==> src/rtl/prio_event_encoder.sv <==
// prio_event_encoder: sticky request capture with a registered valid/ready
// encoded-index output. Each accepted index clears its pending bit.
// Optional build macro: PRIO_ROUND_ROBIN_EN selects rotating priority
// (pointer search) instead of fixed lowest-index-first priority.
module prio_event_encoder #(
  parameter int unsigned N = 8,
  localparam int unsigned W = $clog2(N)
) (
  input  logic         clk,
  input  logic         rst_n,
  input  logic         clr,
  input  logic [N-1:0] req,
  input  logic         enc_ready,
  output logic         enc_valid,
  output logic [W-1:0] enc_idx,
  output logic         busy,
  output logic         ovf
);

  typedef enum logic {
    ST_IDLE = 1'b0,
    ST_HOLD = 1'b1
  } state_e;

  state_e         state_q, state_d;
  logic [W-1:0]   idx_q, idx_d;
  logic [N-1:0]   pending_q, pending_d;
  logic           ovf_q, ovf_d;

  logic           fire;
  logic [N-1:0]   served;
  logic [N-1:0]   avail;
  logic           any_avail;
  logic [W-1:0]   sel_idx;

  // Index of the lowest set bit; zero when the vector is empty.
  function automatic logic [W-1:0] lowest_set(input logic [N-1:0] v);
    logic [W-1:0] r;
    r = '0;
    for (int i = N - 1; i >= 0; i--) begin
      if (v[i]) r = W'(i);
    end
    return r;
  endfunction

  // Handshake decode: the presented index is consumed this cycle.
  always_comb begin
    fire   = 1'b0;
    served = '0;
    fire   = (state_q == ST_HOLD) && enc_ready;
    for (int i = 0; i < N; i++) begin
      if (fire && (idx_q == W'(i))) served[i] = 1'b1;
    end
  end

  assign avail     = pending_q & ~served;
  assign any_avail = |avail;

`ifdef PRIO_ROUND_ROBIN_EN
  logic [W-1:0]   ptr_q, ptr_d;
  logic [2*N-1:0] avail_dbl;
  logic [N-1:0]   avail_rot;
  logic [W-1:0]   rot_off;
  logic [W:0]     rot_sum;

  // Rotating search: rotate avail so the pointer bit lands at position 0,
  // find the lowest set bit, then map the offset back modulo N.
  always_comb begin
    avail_dbl = {avail, avail};
    avail_rot = N'(avail_dbl >> ptr_q);
    rot_off   = lowest_set(avail_rot);
    rot_sum   = {1'b0, ptr_q} + {1'b0, rot_off};
    if (rot_sum >= (W+1)'(N)) rot_sum = rot_sum - (W+1)'(N);
    sel_idx   = rot_sum[W-1:0];
  end

  // Pointer moves just past the index that was accepted.
  always_comb begin
    ptr_d = ptr_q;
    if (clr) begin
      ptr_d = '0;
    end else if (fire) begin
      ptr_d = (idx_q == W'(N - 1)) ? '0 : idx_q + W'(1);
    end
  end

  // Round-robin pointer register.
  always_ff @(posedge clk or negedge rst_n) begin
    if (!rst_n) begin
      ptr_q <= '0;
    end else begin
      ptr_q <= ptr_d;
    end
  end
`else
  // Fixed priority: lowest index wins.
  always_comb begin
    sel_idx = lowest_set(avail);
  end
`endif

  // Pending/overflow next state; a request on the bit being served re-pends.
  always_comb begin
    pending_d = pending_q;
    ovf_d     = ovf_q;
    if (clr) begin
      pending_d = '0;
      ovf_d     = 1'b0;
    end else begin
      pending_d = (pending_q & ~served) | req;
      ovf_d     = ovf_q | (|(req & pending_q & ~served));
    end
  end

  // Output FSM next state: load a new index when idle or when accepted.
  always_comb begin
    state_d = state_q;
    idx_d   = idx_q;
    if (clr) begin
      state_d = ST_IDLE;
      idx_d   = '0;
    end else begin
      case (state_q)
        ST_IDLE: begin
          if (any_avail) begin
            state_d = ST_HOLD;
            idx_d   = sel_idx;
          end
        end
        ST_HOLD: begin
          if (enc_ready) begin
            if (any_avail) begin
              state_d = ST_HOLD;
              idx_d   = sel_idx;
            end else begin
              state_d = ST_IDLE;
            end
          end
        end
        default: begin
          state_d = ST_IDLE;
        end
      endcase
    end
  end

  // State, index, pending and overflow registers.
  always_ff @(posedge clk or negedge rst_n) begin
    if (!rst_n) begin
      state_q   <= ST_IDLE;
      idx_q     <= '0;
      pending_q <= '0;
      ovf_q     <= 1'b0;
    end else begin
      state_q   <= state_d;
      idx_q     <= idx_d;
      pending_q <= pending_d;
      ovf_q     <= ovf_d;
    end
  end

  assign enc_valid = (state_q == ST_HOLD);
  assign enc_idx   = idx_q;
  assign ovf       = ovf_q;
  assign busy      = |pending_q;

endmodule

==> config.mk <==
export PLATFORM = sky130hd
export DESIGN_NAME = prio_event_encoder
export DESIGN_NICKNAME = d
export VERILOG_FILES = /design/src/rtl/prio_event_encoder.sv
export SDC_FILE = /design/constraint.sdc
export NUM_CORES = 1
export LEC_CHECK = 0
export CAP_MARGIN = 20
export CORE_ASPECT_RATIO = 1.1
export CORE_MARGIN = 2
export CORE_UTILIZATION = 45
export DETAILED_ROUTE_END_ITERATION = 7
export PLACE_DENSITY_LB_ADDON = 0.3
export SYNTH_ARGS = -nofsm -noshare
export SYNTH_HDL_FRONTEND = slang
export SYNTH_SLANG_ARGS = --single-unit
export TNS_END_PERCENT = 30
==> constraint.sdc <==
create_clock -name clk -period 2.1 [get_ports clk]
set_input_delay 0.42 -clock clk [delete_from_list [all_inputs] [get_ports clk]]
set_output_delay 0.42 -clock clk [all_outputs]
set_load 0.02 [all_outputs]
# After elaboration in Yosys (flattened, before gate mapping)
# Index checks and enable logic that the tools add are counted.
[word_totals]
ff_bits = 13
latch_bits = 0
mem_bits_rw = 0
rom_bits = 0
input_bits = 12
word_cells = 58
mem_count = 0
[op_classes]
add_sub_neg = 0
n_mul = 0
div_mod_pow = 0
n_lt_le_gt_ge = 0
n_eq_ne = 8
shifts = 0
muxes = 26
bitwise_logic = 7
reduce_logical = 13
[ops]
columns = ["operator", "n"]
rows = [
  ["$mux W3", 11],
  ["$and A8 B8 Y8", 3],
  ["$reduce_or A8 Y1", 3],
  ["$eq A3 B3 Y1 const B", 4],
  ["$mux W1", 12],
  ["$logic_and A1 B1 Y1", 9],
  ["$mux W8", 1],
  ["$not A8 Y8", 1],
  ["$or A8 B8 Y8", 1],
  ["$eq A3 B2 Y1 const B", 2],
  ["$pmux W3 S2", 1],
  ["$eq A3 B1 Y1 const B", 1],
  ["$logic_not A3 Y1", 1],
  ["$ne A3 B3 Y1 const B", 1],
  ["$pmux W1 S2", 1],
  ["$not A1 Y1", 1],
  ["$or A1 B1 Y1", 1],
]

# Depth between registers and ports, before layout
[logic_depth]
depth_word = 17
depth_mapped = 6
ltp_nobuf = 5

# Worst setup path before layout
# Ideal clock, no wire load.
[synth_timing]
kind = "register to register"
start = "reg idx_q[0] (netlist: enc_idx[0])"
end = "reg idx_q[0] (netlist: enc_idx[0])"
setup_ps = 79
t_arrival_ps = 1648
t_required_ps = 2021
path_slack_ps = 373
stages_incl_launch_ff = 6
period_less_slack_ps = 1727
path_cell_list = "dfrtp_1 -> mux2_4 -> or3_1 -> a21o_1 -> o21ai_4 -> mux2i_1"
[synth_via]
elab_chain_cells = 17
elab_cells_between_ends = 39
classes_between = "7 x eq/ne; 20 x mux; 2 x bitwise; 10 x reduce/logical"
[synth_lines]
columns = ["element", "line_no", "source"]
rows = [
  ["start, declared", "26", "logic [W-1:0] idx_q, idx_d;"],
  ["start signal, assigned", "156", "idx_q <= idx_d;"],
  ["$eq A3 B3 Y1", "52", "if (fire && (idx_q == W'(i))) served[i] = 1'b1;"],
  ["$logic_and A1 B1 Y1", "52", ""],
  ["$mux W1", "52", ""],
  ["$not A8 Y8", "56", "assign avail = pending_q & ~served;"],
  ["$and A8 B8 Y8", "56", ""],
  ["$mux W3 (8 in a row)", "41", "if (v[i]) r = W'(i);"],
  ["$mux W3 (*)", "125, 132", ""],
  ["$mux W3", "131", "if (enc_ready) begin"],
  ["$pmux W3 S2 (*)", "123", "case (state_q)"],
  ["$mux W3 (*)", "119", "if (clr) begin"],
]
# Mark *: on every way between the ends. The rest lies on a longest branch, timed or not. The select of a mux whose other input is x is not followed.
# A chain may end at the register's enable or synchronous reset.

# Worst setup path in the final report
[layout_timing]
start = "in enc_ready"
end = "reg idx_q[0] (netlist: enc_idx[0])"
[layout_via]
elab_chain_cells = 17
elab_cells_between_ends = 33
classes_between = "1 x eq/ne; 20 x mux; 2 x bitwise; 10 x reduce/logical"
[layout_lines]
columns = ["element", "line_no", "source"]
rows = [
  ["start, declared", "13", "input logic enc_ready,"],
  ["$logic_and A1 B1 Y1", "50", "fire = (state_q == ST_HOLD) && enc_ready;"],
  ["$logic_and A1 B1 Y1", "52", ""],
  ["$mux W1", "52", ""],
  ["$not A8 Y8", "56", ""],
  ["$and A8 B8 Y8", "56", ""],
  ["$mux W3 (8 in a row)", "41", ""],
  ["$mux W3", "125, 132", ""],
  ["$mux W3", "131", ""],
  ["$pmux W3 S2", "123", ""],
  ["$mux W3", "119", ""],
]
# Parallel ways exist; a longest one is shown, timed or not. The select of a mux whose other input is x is not followed.

==> results.cfg <==
[layout]
finalInstanceArea_um2 = 1086
drive_gt1_share_pct = 15.79
nets = 127
fill_cells = 159
num_antenna_cells = 0
multi_input_area_um2 = 486.7
layout.cells.non_filler = 132
fin_util_pct = 61.65
seq_area_um2 = 325.3
areaGrowthSynthToFinish_pct = 30.13

[pwr]
ir_drop_mv = 0.4174
leakage_nw = 0.4408
total_power_uw = 647.7
powerDensity_nw_per_um2 = 596.4

[cts]
cts_buffers = 3
cts_tree = done
insertion_delay_ns = 0.29
clk_pin_slew_worst_paths_ns = 0.08
cts_num_sinks = 13
cts-root-buf = clkbuf_4
ctsHoldBuffers = 0
ctsHtreeMaxLevel = 1
clk_path_buf_depth = 2

[detailed_routing]
drt-total-wl_um = 2037
drc = 0
drtAntennaViolNets = 0
via_count = 812
vias_per_cell = 6.152
drt_iter0_drc = 27
wire_per_inst_um = 15.43
first_pass_iters = 5

[critical_path]
r2r_end = enc_idx[0]
crit_type = input pin to register
arrival_ns = 2.14
rrSetupSlack_ns = 0.35
required_ns = 2.32
crit_path_end_kind = register
critPathMaxFanout = 6
cp-start-kind = input pin
r2r_cells = 5
timing.rr.start = pending_q[3]

[timing]
fin_hold_ws_ns = 0.4991
clock.fmax_ghz = 0.5193
finalSetupViolCount = 0
rsz0062_at_grt = false
fin_ws_ns = 0.1745
fin_tns_setup_ns = 0
period_minus_slack_ns = 1.925
finalHoldViolCount = 0
fin_skew_ns = 0.003315
period_share_pct = 91.69
tightest_slew_ns = 0.5913
drv_slew = 0
timing.slew.headroom_pct = 60.46

[floorplan]
io_pins = 18
fp.dieH_um = 49.17
core_um2 = 1762
rows = 16
die_area_um2 = 2215
die_w_um = 45.06
initial_core_util_pct = 47.37

[place]
dp_slack_ns = -0.1221
dp_hpwl_um = 1507
dp.cells = 128
placed_cell_area_um2 = 1061
portBuffers = 17
gp_congestion = 0.8847

[synth]
synth_area_per_cell_um2 = 9.273
synth_top_area_cell = dfrtp_1
syn_area_um2 = 834.6
yosysTopAreaCellShare_pct = 38.98
seq_area_frac_synth_pct = 38.98
synth_seq_cells = 13
ys_types = 40
synthesis.instances = 90
syn-num-nets = 102
yosys_warnings = 0
synthTopCellsByArea = dfrtp_1, nor2_1, o21a_1, nand4b_4, a21oi_1

[global_routing]
grt_pass1_wl_um = 3049
grt-ovfl-total = 0
first_global_vias = 691
grt_use_total_pct = 19.36
antenna_found_initial = 0
grt_max_degree = 14

[run]
maxCapViolations = 0

[outcome]
outcome = complete, no violations

[worst_hold_path]
hp-class = input pin to async pin
## final cells by class
class,instances,share of cell area (%)
Multi-Input combinational cell,71,44.82
Sequential cell,13,29.95
Inverter,3,1.037
Tap cell,18,2.074
Timing Repair Buffer,23,19.70
Clock buffer,4,2.419
## cell usage after synthesis
cell type	n
a211oi_1	2
a21boi_1	1
a21boi_2	1
a21o_1	1
a21oi_1	4
a222oi_1	1
a22o_1	1
a311oi_1	1
a31o_1	1
a31o_2	1
a31oi_1	2
a32oi_1	2
and4_4	1
and4bb_1	1
clkbuf_1	3
clkinv_1	1
dfrtp_1	13
inv_1	2
mux2_4	1
mux2i_1	2
nand2_1	4
nand2b_1	1
nand3_1	2
nand4_1	1
nand4b_1	1
nand4b_4	1
nor2_1	18
nor2b_1	1
nor3_1	3
nor4_1	1
o211ai_2	1
o21a_1	4
o21ai_0	3
o21ai_4	1
o22ai_1	1
o31ai_1	1
o41ai_2	1
or2b_1	1
or2b_2	1
or3_1	1
## worst max-delay path, stage by stage
cell and delay (ns):
clkdlybuf4s50_1 0.60, nand4b_4 0.14, or3_1 0.37, a21o_1 0.21, o21ai_4 0.19, mux2i_1 0.20
## kinds of logic after synthesis
kind of cell / share of synthesized area (%)
mux: 4.197
compound gates: 28.79
flops: 38.98
simple gates: 25.34
buf+inv: 2.698
## worst max-delay path by stage
stage,depth (start not counted),slack [ns],to,startpoint
2_1_floorplan,5,0.37,enc_idx[0],enc_idx[0]
3_3_place_gp,6,-0.06,enc_idx[1],enc_ready
3_5_place_dp,6,-0.12,enc_idx[0],enc_ready
4_1_cts,6,0.17,enc_idx[0],enc_ready
5_1_grt,6,0.08,enc_idx[0],enc_ready
6_report,6,0.17,enc_idx[0],enc_ready
## layer usage
metal,global-route usage [%],up-vias,wire [µm]
li1,-,390,-
met1,26.73,374,892
met2,27.62,41,979
met3,4.444,7,116
met4,10.29,0,49
met5,0,-,0
## timing repair
action	CTS	global route
resized for setup	1	0
endpoints found under the setup margin	1	0
setup buffers	0	0
## cell usage in the layout, fill, tap and decap left out, types with 2 or more instances in the layout
cell type        count
inv_1                2
clkbuf_4             3
o21ai_0              3
o21a_1               4
nand3_1              2
nor2_1              18
a31oi_1              2
clkdlybuf4s50_1     16
a211oi_1             2
a21oi_1              4
nor3_1               3
dfrtp_1             13
a32oi_1              2
nand2_1              4
buf_4                6
mux2i_1              2
## power by group
group | switching, mW | total [mW] | internal (mW)
clock | 0.0891 | 0.163 | 0.0740
combinational | 0.0946 | 0.188 | 0.0938
sequential | 0.0265 | 0.296 | 0.270
total | 0.210 | 0.648 | 0.437
## state kept, by name, indices dropped and copies added, names as in the netlist
register,cells
pending_q,8
enc_idx,3
enc_valid,1
ovf,1
(Power assumes the default switching activity.)
==> edit: new RTL, config.mk and constraints unchanged <==
Register the output `ovf` once more, without a reset; this adds one clock of latency there. The other outputs are not delayed to match.
--- a/src/rtl/prio_event_encoder.sv
+++ b/src/rtl/prio_event_encoder.sv
@@ -161,7 +161,9 @@
 
   assign enc_valid = (state_q == ST_HOLD);
   assign enc_idx   = idx_q;
-  assign ovf       = ovf_q;
+  always_ff @(posedge clk) begin
+    ovf <= ovf_q;
+  end
   assign busy      = |pending_q;
 
 endmodule
Function: changed (a bounded check fails within 4 cycles, from zero or initial values and one cycle with rst_n low).
==> edit against the original RTL <==
  * Power is 11% higher
  * Die area decreased by 1.9%
  * Register-to-register slack got worse by 210 ps
  * Clock power increased by 21%
  * Routed wire length is 7.3% higher
  * Sequential cell count is 1 higher
  * Worst setup slack got worse by 33 ps
  * Synthesized area is 2.1% lower
  * Final area increased by 9.3%
  * Count of clock-buffer cells in the layout unchanged
  * Sequential power increased by 6%
  * Critical path type is now flip-flop to flip-flop
==> edit: results (changes against the original RTL) <==
status completed (unchanged); most flop-heavy register pending_q (unchanged); Unique masters post-synth 33 (was 40); Comb power frac 28.6% (was 29.1%); layout cells sized above 1 19.7% (was 15.8%); clock share of power 27.6% (was 25.2%); r2r endpoint enc_idx[1] (was enc_idx[0]); Signal buffers 37 (was 23); Area Overhead vs Synth 45.3% (was 30.1%); crit path DAT 2170 ps (was 2140 ps); ys async rst share 92.9% (was 100%); origin of the critical flop-to-flop path enc_idx[1] (was pending_q[3]); sequential cell area share 29.1% (was 30.0%); top cells by count, synth nor2_1 (16), dfrtp_1 (13), a21oi_1 (6), inv_1 (6), o21ai_0 (5) (was nor2_1 (18), dfrtp_1 (13), a21oi_1 (4), nand2_1 (4), o21a_1 (4)); Critical Path Start Type flip-flop (was input port); Multi-input gate area 439 µm² (was 487 µm²); crit-path max FO 4 (was 6); DPL Wire Length 1.66 mm (was 1.51 mm); mux contribution to synthesized area 2.45% (was 4.20%); period utilization 93.2% (was 91.7%); total global-route track usage 23.0% (was 19.4%); first-pass GRT wire length 3.64 mm (was 3.05 mm); Mapped Area 817 µm² (was 835 µm²); syn nets 106 (was 102); largest cells by area after synthesis dfrtp_1 (40%), nor2_1 (7.4%), a21oi_1 (3.7%) (was dfrtp_1 (39%), nor2_1 (8.1%), o21a_1 (3.6%)); Vias/cell 5.91 (was 6.15); met1 GRT Util 28.6% (was 26.7%); drt pass-1 iters 4 (was 5); buffer share of cell area 27.1% (was 19.7%); via count 887 (was 812); grt met3 use 3.73% (was 4.44%); Iter 0 DRT Violations 28 (was 27); final wirelength 2.19 mm (was 2.04 mm); grt met2 use 34.8% (was 27.6%); r2r setup slk 140 ps (was 350 ps); Placer Congestion 0.848 (was 0.885); Max-Slew Margin vs Limit 58.3% (was 60.5%); Final Net Count 145 (was 127); post-synthesis compound-gate area fraction 27.1% (was 28.8%); Worst Clk Skew 4.19 ps (was 3.32 ps); vias in the first global route 830 (was 691); pre-CTS setup slack -251 ps (was -122 ps); Fillers 147 (was 159); Int Pwr 503 µW (was 437 µW); maximum VDD drop 0.000412 V (was 0.000417 V); dpl cell area 1140 µm² (was 1060 µm²); invs w/o clock 6 (was 3)
-- edit: cell count changes in the layout (fill, tap and decap cells not counted), moves of 2 or more --
| cell | unedited run | this run |
|---|---|---|
| a21oi_1 | 4 | 6 |
| buf_4 | 6 | 20 |
| o31ai_1 | 1 | 3 |
| nand2b_1 | 1 | 4 |
| a32oi_1 | 2 | 0 |
| o21a_1 | 4 | 2 |
| o31a_1 | 0 | 3 |
| nor2_1 | 18 | 16 |
| nand3b_1 | 0 | 2 |
| o21ai_0 | 3 | 5 |
| inv_1 | 2 | 6 |
| o211ai_1 | 0 | 3 |
-- edit: routing by layer --
metal / vias up / wire, µm
li1: 432 / -
met1: 408 / 907
met2: 35 / 1080
met3: 12 / 102
met4: 0 / 91
met5: - / 0
-- edit: worst max-delay path, stage by stage (launching register included) --
cell and delay, ps:
dfrtp_1 420, or2b_1 250, o21a_1 200, or4_4 530, a311o_1 370, mux2i_1 120
